`src/rtl/fp_mult_pipe_hs_pkg.sv`:
```
// Shared definitions for the pipelined floating-point multiplier:
// operand class bits, exception flag layout, rounding-mode codes and the
// operand classification helper. No ports (package).
package fp_mult_pipe_hs_pkg;

  // Rounding-mode codes carried alongside each operand pair.
  localparam logic RND_RNE = 1'b0;
  localparam logic RND_RTZ = 1'b1;

  // Per-operand class bits. Subnormals are reported as zero.
  typedef struct packed {
    logic zero;
    logic inf;
    logic qnan;
    logic snan;
  } fp_cls_t;

  // Exception flags in output order {invalid, overflow, underflow, inexact}.
  typedef struct packed {
    logic invalid;
    logic overflow;
    logic underflow;
    logic inexact;
  } fp_flags_t;

  // Classify an operand from its exponent/fraction summary bits.
  function automatic fp_cls_t classify(input logic exp_ones, input logic exp_zero,
                                       input logic frac_msb, input logic frac_nz);
    fp_cls_t c;
    c.zero = exp_zero;
    c.inf  = exp_ones && !frac_nz;
    c.qnan = exp_ones && frac_msb;
    c.snan = exp_ones && !frac_msb && frac_nz;
    return c;
  endfunction

endpackage

```
`src/rtl/fp_mult_pipe_hs_if.sv`:
```
// Handshake bundle for the floating-point multiplier.
//   in_valid/in_ready : operand-side handshake; a, b, rnd_mode travel together
//   out_valid/out_ready : result-side handshake; out and flags travel together
// Modports: master = producer of operands / consumer of results,
//           slave  = the multiplier itself.
interface fp_mult_pipe_hs_if #(
  parameter int EXP_W = 8,
  parameter int MAN_W = 23
);
  localparam int W = 1 + EXP_W + MAN_W;

  logic         in_valid;
  logic         in_ready;
  logic [W-1:0] a;
  logic [W-1:0] b;
  logic         rnd_mode;
  logic         out_valid;
  logic         out_ready;
  logic [W-1:0] out;
  logic [3:0]   flags;

  modport master (
    output in_valid, a, b, rnd_mode, out_ready,
    input  in_ready, out_valid, out, flags
  );

  modport slave (
    input  in_valid, a, b, rnd_mode, out_ready,
    output in_ready, out_valid, out, flags
  );
endinterface

```
`src/rtl/fp_mult_pipe_hs_round.sv`:
```
// fp_mul_round: combinational normalise + guard/sticky + round increment.
// Ports:
//   prod_i    : raw (MAN_W+1)x(MAN_W+1) mantissa product, value in [1,4)
//   exp_i     : biased, signed exponent before normalisation
//   rne_i     : 1 = round-nearest-even, 0 = truncate
//   frac_o    : rounded stored fraction (hidden bit dropped)
//   exp_o     : exponent after normalisation and rounding carry
//   inexact_o : any discarded bit was non-zero
module fp_mul_round #(
  parameter int MAN_W = 23,
  parameter int EW    = 10
) (
  input  logic [2*MAN_W+1:0]   prod_i,
  input  logic signed [EW-1:0] exp_i,
  input  logic                 rne_i,
  output logic [MAN_W-1:0]     frac_o,
  output logic signed [EW-1:0] exp_o,
  output logic                 inexact_o
);
  localparam logic signed [EW-1:0] ONE = EW'(1);

  logic [MAN_W-1:0]     frac_n;
  logic                 g;
  logic                 s;
  logic signed [EW-1:0] exp_n;
  logic                 inc;
  logic                 carry;
  logic [MAN_W-1:0]     frac_r;

  always_comb begin
    if (prod_i[2*MAN_W+1]) begin
      // Product in [2,4): leading one sits one place higher.
      frac_n = prod_i[2*MAN_W:MAN_W+1];
      g      = prod_i[MAN_W];
      s      = |prod_i[MAN_W-1:0];
      exp_n  = exp_i + ONE;
    end else begin
      frac_n = prod_i[2*MAN_W-1:MAN_W];
      g      = prod_i[MAN_W-1];
      s      = |prod_i[MAN_W-2:0];
      exp_n  = exp_i;
    end
  end

  assign inc = rne_i && g && (s || frac_n[0]);

  // A carry out of the fraction leaves it all-zero, which is exactly 1.0
  // at the next exponent, so only the exponent needs correcting.
  assign {carry, frac_r} = {1'b0, frac_n} + {{MAN_W{1'b0}}, inc};

  assign frac_o    = frac_r;
  assign exp_o     = carry ? exp_n + ONE : exp_n;
  assign inexact_o = g | s;

endmodule

```
`src/rtl/fp_mult_pipe_hs.sv`:
```
// fp_mult_pipe_hs: 4-stage IEEE-754 binary multiplier with valid/ready
// handshake. Stages: unpack -> multiply -> normalise/round -> pack.
// A stalled output (out_valid && !out_ready) freezes every stage.
// Ports:
//   clk : clock, all state on posedge
//   rst : synchronous active-high reset, discards in-flight operations
//   bus : fp_mult_pipe_hs_if.slave (operands, rnd_mode, result, flags)
module fp_mult_pipe_hs
  import fp_mult_pipe_hs_pkg::*;
#(
  parameter int EXP_W = 8,
  parameter int MAN_W = 23
) (
  input logic              clk,
  input logic              rst,
  fp_mult_pipe_hs_if.slave bus
);
  localparam int W      = 1 + EXP_W + MAN_W;
  localparam int PW     = 2 * MAN_W + 2;
  localparam int EW     = EXP_W + 2;
  localparam int BIAS_I = (1 << (EXP_W - 1)) - 1;
  localparam int EMAX_I = (1 << EXP_W) - 1;

  localparam logic signed [EW-1:0] BIAS_S = EW'(BIAS_I);
  localparam logic signed [EW-1:0] EMAX_S = EW'(EMAX_I);
  localparam logic signed [EW-1:0] EZERO  = '0;

  // Result packing with NaN/inf/zero precedence and exponent saturation.
  function automatic logic [W+3:0] pack_result(
    input logic                 sgn,
    input fp_cls_t              ca,
    input fp_cls_t              cb,
    input logic [MAN_W-1:0]     frac,
    input logic signed [EW-1:0] exp,
    input logic                 inx,
    input logic                 rnd
  );
    fp_flags_t    fl;
    logic [W-1:0] res;
    logic         inf_zero;
    inf_zero = (ca.inf && cb.zero) || (ca.zero && cb.inf);
    fl = '0;
    if (ca.qnan || ca.snan || cb.qnan || cb.snan || inf_zero) begin
      res        = {1'b0, {EXP_W{1'b1}}, 1'b1, {(MAN_W-1){1'b0}}};
      fl.invalid = inf_zero || ca.snan || cb.snan;
    end else if (ca.inf || cb.inf) begin
      res = {sgn, {EXP_W{1'b1}}, {MAN_W{1'b0}}};
    end else if (ca.zero || cb.zero) begin
      res = {sgn, {(W-1){1'b0}}};
    end else if (exp >= EMAX_S) begin
      fl.overflow = 1'b1;
      fl.inexact  = 1'b1;
      if (rnd == RND_RTZ)
        res = {sgn, {(EXP_W-1){1'b1}}, 1'b0, {MAN_W{1'b1}}};
      else
        res = {sgn, {EXP_W{1'b1}}, {MAN_W{1'b0}}};
    end else if (exp <= EZERO) begin
      res          = {sgn, {(W-1){1'b0}}};
      fl.underflow = 1'b1;
      fl.inexact   = 1'b1;
    end else begin
      res        = {sgn, exp[EXP_W-1:0], frac};
      fl.inexact = inx;
    end
    return {fl, res};
  endfunction

  logic stall;
  logic en;

  logic                 vld_p1_q, sgn_p1_q, rnd_p1_q;
  fp_cls_t              cls_a_p1_q, cls_b_p1_q;
  logic [MAN_W:0]       man_a_p1_q, man_b_p1_q;
  logic signed [EW-1:0] exp_p1_q;

  logic                 vld_p2_q, sgn_p2_q, rnd_p2_q;
  fp_cls_t              cls_a_p2_q, cls_b_p2_q;
  logic [PW-1:0]        prod_p2_q;
  logic signed [EW-1:0] exp_p2_q;

  logic                 vld_p3_q, sgn_p3_q, rnd_p3_q, inx_p3_q;
  fp_cls_t              cls_a_p3_q, cls_b_p3_q;
  logic [MAN_W-1:0]     frac_p3_q;
  logic signed [EW-1:0] exp_p3_q;

  logic                 vld_p4_q;
  logic [W-1:0]         out_p4_q;
  logic [3:0]           flags_p4_q;

  // Unpack (combinational feed of the first register stage)
  logic [EXP_W-1:0]     ea, eb;
  logic [MAN_W-1:0]     fa, fb;
  fp_cls_t              cls_a_d, cls_b_d;
  logic signed [EW-1:0] exp_p1_d;

  assign ea = bus.a[W-2:MAN_W];
  assign eb = bus.b[W-2:MAN_W];
  assign fa = bus.a[MAN_W-1:0];
  assign fb = bus.b[MAN_W-1:0];

  assign cls_a_d  = classify(&ea, ~|ea, fa[MAN_W-1], |fa);
  assign cls_b_d  = classify(&eb, ~|eb, fb[MAN_W-1], |fb);
  assign exp_p1_d = $signed({2'b00, ea}) + $signed({2'b00, eb}) - BIAS_S;

  // Round (feed of the third register stage)
  logic [MAN_W-1:0]     frac_p3_d;
  logic signed [EW-1:0] exp_p3_d;
  logic                 inx_p3_d;

  fp_mul_round #(
    .MAN_W (MAN_W),
    .EW    (EW)
  ) u_round (
    .prod_i    (prod_p2_q),
    .exp_i     (exp_p2_q),
    .rne_i     (rnd_p2_q == RND_RNE),
    .frac_o    (frac_p3_d),
    .exp_o     (exp_p3_d),
    .inexact_o (inx_p3_d)
  );

  // Pack (feed of the output register stage)
  logic [W+3:0] pack_d;
  assign pack_d = pack_result(sgn_p3_q, cls_a_p3_q, cls_b_p3_q, frac_p3_q,
                              exp_p3_q, inx_p3_q, rnd_p3_q);

  assign stall        = vld_p4_q && !bus.out_ready;
  assign en           = !stall;
  assign bus.in_ready = en;

  always_ff @(posedge clk) begin
    if (rst) begin
      vld_p1_q   <= 1'b0;
      sgn_p1_q   <= 1'b0;
      rnd_p1_q   <= 1'b0;
      cls_a_p1_q <= '0;
      cls_b_p1_q <= '0;
      man_a_p1_q <= '0;
      man_b_p1_q <= '0;
      exp_p1_q   <= '0;
      vld_p2_q   <= 1'b0;
      sgn_p2_q   <= 1'b0;
      rnd_p2_q   <= 1'b0;
      cls_a_p2_q <= '0;
      cls_b_p2_q <= '0;
      prod_p2_q  <= '0;
      exp_p2_q   <= '0;
      vld_p3_q   <= 1'b0;
      sgn_p3_q   <= 1'b0;
      rnd_p3_q   <= 1'b0;
      inx_p3_q   <= 1'b0;
      cls_a_p3_q <= '0;
      cls_b_p3_q <= '0;
      frac_p3_q  <= '0;
      exp_p3_q   <= '0;
      vld_p4_q   <= 1'b0;
      out_p4_q   <= '0;
      flags_p4_q <= '0;
    end else if (en) begin
      // ---- stage 1: unpack ----
      vld_p1_q   <= bus.in_valid;
      sgn_p1_q   <= bus.a[W-1] ^ bus.b[W-1];
      rnd_p1_q   <= bus.rnd_mode;
      cls_a_p1_q <= cls_a_d;
      cls_b_p1_q <= cls_b_d;
      man_a_p1_q <= {1'b1, fa};
      man_b_p1_q <= {1'b1, fb};
      exp_p1_q   <= exp_p1_d;
      // ---- stage 2: multiply ----
      vld_p2_q   <= vld_p1_q;
      sgn_p2_q   <= sgn_p1_q;
      rnd_p2_q   <= rnd_p1_q;
      cls_a_p2_q <= cls_a_p1_q;
      cls_b_p2_q <= cls_b_p1_q;
      prod_p2_q  <= PW'(man_a_p1_q) * PW'(man_b_p1_q);
      exp_p2_q   <= exp_p1_q;
      // ---- stage 3: normalise / round ----
      vld_p3_q   <= vld_p2_q;
      sgn_p3_q   <= sgn_p2_q;
      rnd_p3_q   <= rnd_p2_q;
      inx_p3_q   <= inx_p3_d;
      cls_a_p3_q <= cls_a_p2_q;
      cls_b_p3_q <= cls_b_p2_q;
      frac_p3_q  <= frac_p3_d;
      exp_p3_q   <= exp_p3_d;
      // ---- stage 4: pack / exceptions ----
      vld_p4_q   <= vld_p3_q;
      out_p4_q   <= pack_d[W-1:0];
      flags_p4_q <= pack_d[W+3:W];
    end
  end

  assign bus.out_valid = vld_p4_q;
  assign bus.out       = out_p4_q;
  assign bus.flags     = flags_p4_q;

endmodule

```
`src/flat_wrapper.sv`:
```
// flat-port wrapper written by rule: the top's interface ports become plain ports
module fp_mult_pipe_hs_flat import fp_mult_pipe_hs_pkg::*;
#(
  parameter int EXP_W = 8,
  parameter int MAN_W = 23
)
  (clk, rst, bus_in_valid, bus_a, bus_b, bus_rnd_mode, bus_out_ready, bus_in_ready, bus_out_valid, bus_out, bus_flags);
  fp_mult_pipe_hs_if #(.EXP_W(EXP_W), .MAN_W(MAN_W)) bus_i ();
  input logic clk;
  input logic rst;
  input wire logic [$bits(bus_i.in_valid)-1:0] bus_in_valid;
  input wire logic [$bits(bus_i.a)-1:0] bus_a;
  input wire logic [$bits(bus_i.b)-1:0] bus_b;
  input wire logic [$bits(bus_i.rnd_mode)-1:0] bus_rnd_mode;
  input wire logic [$bits(bus_i.out_ready)-1:0] bus_out_ready;
  output wire logic [$bits(bus_i.in_ready)-1:0] bus_in_ready;
  output wire logic [$bits(bus_i.out_valid)-1:0] bus_out_valid;
  output wire logic [$bits(bus_i.out)-1:0] bus_out;
  output wire logic [$bits(bus_i.flags)-1:0] bus_flags;
  assign bus_i.in_valid = bus_in_valid;
  assign bus_i.a = bus_a;
  assign bus_i.b = bus_b;
  assign bus_i.rnd_mode = bus_rnd_mode;
  assign bus_i.out_ready = bus_out_ready;
  assign bus_in_ready = bus_i.in_ready;
  assign bus_out_valid = bus_i.out_valid;
  assign bus_out = bus_i.out;
  assign bus_flags = bus_i.flags;
  fp_mult_pipe_hs #(.EXP_W(EXP_W), .MAN_W(MAN_W)) u_core (.clk(clk), .rst(rst), .bus(bus_i));
endmodule
```
`config.mk`:
```
export PLATFORM = sky130hd
export DESIGN_NAME = fp_mult_pipe_hs_flat
export DESIGN_NICKNAME = d
export VERILOG_FILES = /design/src/rtl/fp_mult_pipe_hs_pkg.sv /design/src/rtl/fp_mult_pipe_hs_if.sv /design/src/rtl/fp_mult_pipe_hs_round.sv /design/src/rtl/fp_mult_pipe_hs.sv /design/src/flat_wrapper.sv
export SDC_FILE = /design/constraint.sdc
export NUM_CORES = 2
export LEC_CHECK = 0
export ABC_AREA = 1
export ABC_CLOCK_PERIOD_IN_PS = 5800
export CAP_MARGIN = 20
export CORE_UTILIZATION = 44
export DETAILED_ROUTE_END_ITERATION = 8
export HOLD_SLACK_MARGIN = 0.06
export PLACE_DENSITY = 0.65
export SLEW_MARGIN = 20
export SYNTH_ARGS = -nofsm -noshare
export SYNTH_HDL_FRONTEND = slang
export SYNTH_HIERARCHICAL = 1
export SYNTH_SLANG_ARGS = --single-unit
```
`constraint.sdc`:
```
create_clock -name clk -period 5.8 [get_ports clk]
set_input_delay 1.16 -clock clk [delete_from_list [all_inputs] [get_ports clk]]
set_output_delay 1.16 -clock clk [all_outputs]
set_load 0.05 [all_outputs]
```
# After elaboration in Yosys (flattened, before gate mapping)
# Cells that the tools add are included.
[totals] ff_bits=220 latch_bits=0 ramBits=0 rom_bits=0 inputBits=69 out_inout_bits=38 elab_cells=114 mem_count=0
[op_classes] add_sub_neg=5 n_mul=1 div_mod_pow=0 magnitude_cmp=2 n_eq_ne=0 shift=0 mux=20 bitwise=3 n_reduce_logical=39
[ops] cell="31-bit two-way mux" n=4
[ops] cell="23-bit OR reduction" n=3
[ops] cell="24-bit by 24-bit multiplier with 48-bit output" n=1
[ops] cell="32-bit two-way mux" n=1
[ops] cell="23-bit by 1-bit adder with 24-bit output" n=1
[ops] cell="24-bit two-way mux" n=1
[ops] cell="23-bit two-way mux" n=1
[ops] cell="22-bit OR reduction" n=1
[ops] cell="10-bit by 2-bit adder with 10-bit output (second input constant)" n=2
[ops] cell="10-bit two-way mux" n=2
[ops] cell="8-bit AND reduction" n=2
[ops] cell="8-bit OR reduction" n=2
[ops] cell="1-bit logical AND" n=13
[ops] cell="10-bit by 9-bit >= comparator with 1-bit output (second input constant)" n=1
[ops] cell="10-bit by 1-bit less-or-equal comparator with 1-bit output (second input constant)" n=1
[ops] cell="1-bit logical OR" n=10
[ops] cell="10-bit by 8-bit subtractor with 10-bit output (second input constant)" n=1
[ops] cell="8-bit by 8-bit adder with 9-bit output" n=1
[ops] cell="3-bit two-way mux" n=3
[ops] cell="1-bit logical NOT" n=8
[ops] cell="1-bit two-way mux" n=8
[ops] cell="1-bit inverter" n=1
[ops] cell="1-bit OR" n=1
[ops] cell="1-bit bitwise XOR" n=1

# Logic depth before layout (Yosys ltp)
[depth] depth_word=6 depth_mapped=32 depth_no_buf=30

# By module
# Netlist, hierarchy kept.
[modules_own_cells] mod="fp_mult_pipe_hs" instances=1 cells_per_inst=4008 area_each_um2=29343.1 seq_area_each_um2=4384.2
[modules_own_cells] mod="fp_mul_round" instances=1 cells_per_inst=355 area_each_um2=1808.0 seq_area_each_um2=0.0

# Least setup slack after synthesis
# No wires, ideal clock.
[synth_path] path_kind="flip-flop to flip-flop" from="register u_core.man_a_p1_q[13]" to="register u_core.prod_p2_q[46]" setup_time_ns=0.109 t_arrival_ns=5.845 required_time_ns=5.691 slack_ns=-0.154 path_stages_with_launch=30 path_buffers=2 period_less_slack_ns=5.954 cell_sequence="dfxtp_1 -> clkbuf_1 -> clkbuf_1 -> nand2_1 -> fa_1 -> inv_1 -> fa_1 -> inv_1 -> fa_1 -> inv_1 -> fa_1 -> inv_1 -> fa_1 -> inv_1 -> fa_1 -> inv_1 -> fa_1 -> inv_1 -> ha_1 -> nand2_1 -> nor2_2 -> inv_1 -> nor2_4 -> nand2_1 -> nor2_1 -> nand2_1 -> nand4_1 -> nand3_1 -> nand2_1 -> inv_1"
[synth_between] elab_chain_cells=1
[synth_rtl] item="start: declaration" line="fp_mult_pipe_hs.sv:73" source="logic [MAN_W:0] man_a_p1_q, man_b_p1_q;"
[synth_rtl] item="start signal: assignment" line="fp_mult_pipe_hs.sv:166" source="man_a_p1_q <= {1'b1, fa};"
[synth_rtl] item="24-bit by 24-bit multiplier with 48-bit output" line="fp_mult_pipe_hs.sv:175" source="prod_p2_q <= PW'(man_a_p1_q) * PW'(man_b_p1_q);"
[synth_rtl] item="end signal: assignment" line="fp_mult_pipe_hs.sv:175"
[synth_rtl] item="end: declaration" line="fp_mult_pipe_hs.sv:78" source="logic [PW-1:0] prod_p2_q;"
# No other way between the ends.
# A chain may end at the register's enable or synchronous reset.

# Worst setup path in the final report
[layout_path] from="register u_core.man_b_p1_q[3]" to="register u_core.prod_p2_q[44]"
[layout_between] elab_chain_cells=1
[layout_rtl] item="start: declaration" line="fp_mult_pipe_hs.sv:73"
[layout_rtl] item="start signal: assignment" line="fp_mult_pipe_hs.sv:167" source="man_b_p1_q <= {1'b1, fb};"
[layout_rtl] item="24-bit by 24-bit multiplier with 48-bit output" line="fp_mult_pipe_hs.sv:175"
# No other way between the ends.

==> summary.txt <==
Run status
  • Status: complete, but fails checks
  • Violated checks: setup timing

Floorplan
  • Chip width: roughly 270 um
  • Cell row count: 97
  • Die area: 71900 um2
  • Die H: 268 um
  • Core Area: roughly 70000 um2
  • Initial Util: 0.445
  • I/O pins: ~110

Clock tree
  • Htree depth: 1
  • TritonCTS clock tree: built
  • Root buf cell: clkbuf_16
  • Clk_lat worst skew: 0.58 ns
  • Maximum root-to-sink buffer count: 3
  • CTS sink cnt: roughly 220
  • CTS buffer count: 27
  • Cts hold-fix bufs: 0
  • Worst-path clk slew: 0.06 ns

STA
  • Period utilisation layout: 1.04
  • Final Hold Fails: 0
  • Unrepaired setup endpoints after global routing: true
  • Hold slack: ~0.45 ns
  • Worst Max-Slew Pin Slew: 1.13 ns
  • Max-slew violations: 0
  • Worst Skew: 0.0251 ns
  • Final Setup Violations: 29
  • FMAX: 0.166 GHz
  • Worst setup margin: -0.208 ns
  • Slew headroom: 0.242
  • Final min period: 6.01 ns
  • Fin Setup TNS: -3.21 ns

Finish
  • Reg area: 4460 um2
  • Design Area, Final: just under 40000 um2
  • Layout cells sized above 1: 0.191
  • Nets: 5350
  • Diodes inserted: 0
  • Layout area overhead: 23.6%
  • Multi-input gate area: 23100 um2
  • FILL cells: 6462

Critical path
  • Slowest CP cell: fa_2
  • CP Launch Type: flop
  • Worst path arrival time: 6.46 ns
  • Worst setup path class: flop to flop
  • Critical Path RT: between 6 and 7 ns
  • RR Endpoint: u_core/prod_p2_q[44]
  • Crit path largest cell delay: 0.55 ns
  • R2R depth: 30
  • CP Max Fanout: 5
  • Reg-to-reg slack, setup: -0.21 ns
  • FF-to-FF Start: u_core/man_b_p1_q[3]
  • Crit end category: flop
  • Most frequent CP cell: fa_1

Detailed routing
  • Post-DR vias/cell: just under 5
  • DRT antenna net count: 0
  • Initial DRT Pass Iterations: 7
  • Vias post-DR: roughly 27000
  • # DRC: 0
  • Avg WL per Cell: 16.3 um
  • Starting DRC count in detailed routing: 2001
  • Routed WL: 90700 um

Logic synthesis
  • #FFs+latches synth: between 200 and 250
  • Mapped Cells: 4363
  • Ys Warns: 6
  • Mean post-synth cell area: 7.14 um2
  • Syn Nets: 5107
  • Post-synth cell types: roughly 40
  • Most used DFF post-synth: dfxtp_1
  • Xor/xnor cell area share of the yosys netlist: 0.0157
  • Compound-cell area share of the yosys netlist: 0.0658
  • Part of the Yosys area used for sequential elements: 0.141
  • Largest cells by area after synthesis: fa_1 31%, dfxtp_1 14%, inv_1 14%
  • Cell Area, Synth: 31200 um2
  • Post-synthesis mux area share: 0
  • Asr flop ratio synth: 0
  • Post-synth top area share: 0.310
  • Number of enable flip-flop cells after synthesis: 0
  • Largest family of logic cells by synthesized area: adder cells
  • Fraction of the mapped netlist area in simple logic gates: 0.222
  • Area share of fa/ha/maj cells after synthesis: 0.388
  • Cell taking the most area after synthesis: fa_1

Power and ir drop
  • Leakage power: 21.2 nW
  • Sw frac: 0.488
  • VDD IR max: 472 uV
  • Part of the power in combinational logic: 0.738
  • Tot Pwr: ~0.014 W
  • P per Cell Area: 376 nW/um2
  • Power Internal: ~0.0074 W
  • Sequential power share: 0.132
  • Switching pwr: 0.00706 W
  • Clk network pwr share: 0.130

Run
  • Max_cap viols: 0

Placement
  • Gpl congestion: 0.920
  • Dpl hpwl: 69400 um
  • Post-placement cell area: 34800 um2
  • Worst slack, placed: -0.529 ns
  • Input/output buffers: 106

Global routing
  • Largest net degree at the start of global routing: 96
  • Antenna violations before repair: 0
  • Remaining Overflow, GRT: 0
  • Vias in the first global route: 27269
  • Total GRT Usage: 0.257
  • First-pass GRT wire length: 146000 um

Hold path
  • Hold path depth: 2
  • HP Class: flop to flop
  • Worst Hold Launch: u_core/vld_p3_q
  • Hold EP: u_core/vld_p3_q
-- final cells by class --
class / instances / area share
multi-input combinational: 2769 / 0.599
timing repair buffer: 444 / 0.117
sequential: 219 / 0.116
inverter: 1145 / 0.112
tap: 940 / 0.0305
clock buffer: 35 / 0.0199
clock inverter: 14 / 0.00510
-- per-layer routing --
metal,track usage,part of all wire,up-vias
li1,-,-,13150
met1,0.359,0.44,13226
met2,0.420,0.46,817
met3,0.0285,0.069,154
met4,0.0700,0.032,0
met5,0,0,-
-- flip-flops by register name, summed over array words and instances (netlist names), 4 cells and up --
signal / count
u_core/cls_a_p3_q: 4
u_core/cls_b_p3_q: 4
u_core/cls_b_p2_q: 4
u_core/exp_p1_q: 10
u_core/exp_p3_q: 10
u_core/cls_a_p1_q: 4
u_core/cls_a_p2_q: 4
u_core/exp_p2_q: 10
u_core/bus.flags: 4
u_core/cls_b_p1_q: 4
u_core/man_a_p1_q: 24
u_core/bus.out: 32
u_core/prod_p2_q: 48
u_core/man_b_p1_q: 23
u_core/frac_p3_q: 23
-- layout by cell type (no fill, tap or decap), types with 19 or more instances in the layout --
cell / n
inv_1: 1043
nand2_1: 951
fa_1: 451
nor2_1: 258
buf_4: 248
o21ai_0: 196
dfxtp_1: 188
ha_1: 164
nand2_2: 129
a21oi_1: 125
clkdlybuf4s50_1: 106
inv_2: 92
nand3_1: 81
buf_12: 54
nand4_1: 50
nand2_4: 43
xor2_1: 39
nor2_4: 38
o21bai_1: 33
fa_2: 32
clkbuf_16: 30
buf_6: 29
ha_4: 26
nand3_2: 25
nor2_2: 19
-- per-stage QoR --
| step | cells | utilization |
|---|---|---|
| floorplan | 4363 | - |
| global placement | 5425 | 0.497 |
| detailed placement | 5425 | 0.497 |
| CTS | 5539 | 0.533 |
| global route | 5566 | 0.550 |
| finish | 5566 | 0.550 |
-- cell usage after synthesis (2+ instances only) --
| cell type | instances |
|---|---|
| inv_1 | 1132 |
| nand2_1 | 1092 |
| fa_1 | 483 |
| nor2_1 | 281 |
| dfxtp_1 | 219 |
| clkbuf_1 | 198 |
| o21ai_0 | 196 |
| ha_1 | 192 |
| a21oi_1 | 140 |
| nand3_1 | 102 |
| nand4_1 | 50 |
| xor2_1 | 46 |
| nand2_2 | 34 |
| o21bai_1 | 33 |
| nor2_2 | 19 |
| nor3_1 | 18 |
| nor2_4 | 15 |
| nand3_2 | 13 |
| buf_2 | 12 |
| inv_2 | 11 |
| nor4_1 | 11 |
| buf_1 | 10 |
| xnor2_1 | 10 |
| buf_6 | 8 |
| o21ai_1 | 7 |
| nand3b_1 | 6 |
| or2_2 | 5 |
| a21oi_2 | 3 |
| buf_4 | 2 |
| o211ai_1 | 2 |
| o21ai_2 | 2 |
| or2_0 | 2 |
-- repair_timing --
item | CTS | global route
setup endpoints to repair | 36 | 37
endpoints found under the hold margin | 0 | 0
pin swaps | 101 | 200
resized for setup | 247 | 301
gates cloned | 3 | 3
setup buffers | 63 | 28
-- critical path: cells and delay by family, from the launching register on --
family / cells / cell delay (ns)
adders and majority gates: 8 / 3.81
buffers and inverters: 11 / 0.70
DFF: 1 / 0.34
and+or+nand+nor: 11 / 1.04
-- power by group through the flow --
stage / combinational [W] / sequential [W] / clock [W]
2_1_floorplan: 0.00470 / 0.00194 / 0
3_3_place_gp: 0.00743 / 0.00194 / 0
3_5_place_dp: 0.00746 / 0.00194 / 0
4_1_cts: 0.00951 / 0.00191 / 0.00192
5_1_grt: 0.0116 / 0.00194 / 0.00197
6_report: 0.0107 / 0.00191 / 0.00187
-- logic make-up (layout without fill, tap and decap cells) --
group	after synthesis	in the layout
AND/OR/NAND/NOR	1652	1652
buffers and inverters	1375	1638
adder cells (fa/ha/maj)	675	675
AO/OA/AOI/OAI	386	386
flip-flops	219	219
XOR/XNOR	56	56
-- worst max-delay path by stage --
stage                      endpoint  slack (ns)  depth (start not counted)                   from
6_report       u_core/prod_p2_q[44]       -0.21                         30   u_core/man_b_p1_q[3]
5_1_grt        u_core/prod_p2_q[44]       -0.44                         30   u_core/man_b_p1_q[3]
4_1_cts        u_core/prod_p2_q[34]       -0.15                         31   u_core/man_b_p1_q[3]
3_5_place_dp   u_core/prod_p2_q[44]       -0.53                         24  u_core/man_a_p1_q[13]
3_3_place_gp   u_core/prod_p2_q[44]       -0.58                         24  u_core/man_a_p1_q[13]
2_1_floorplan  u_core/prod_p2_q[46]      -0.009                         29   u_core/man_b_p1_q[7]
(Power assumes the default switching activity.)
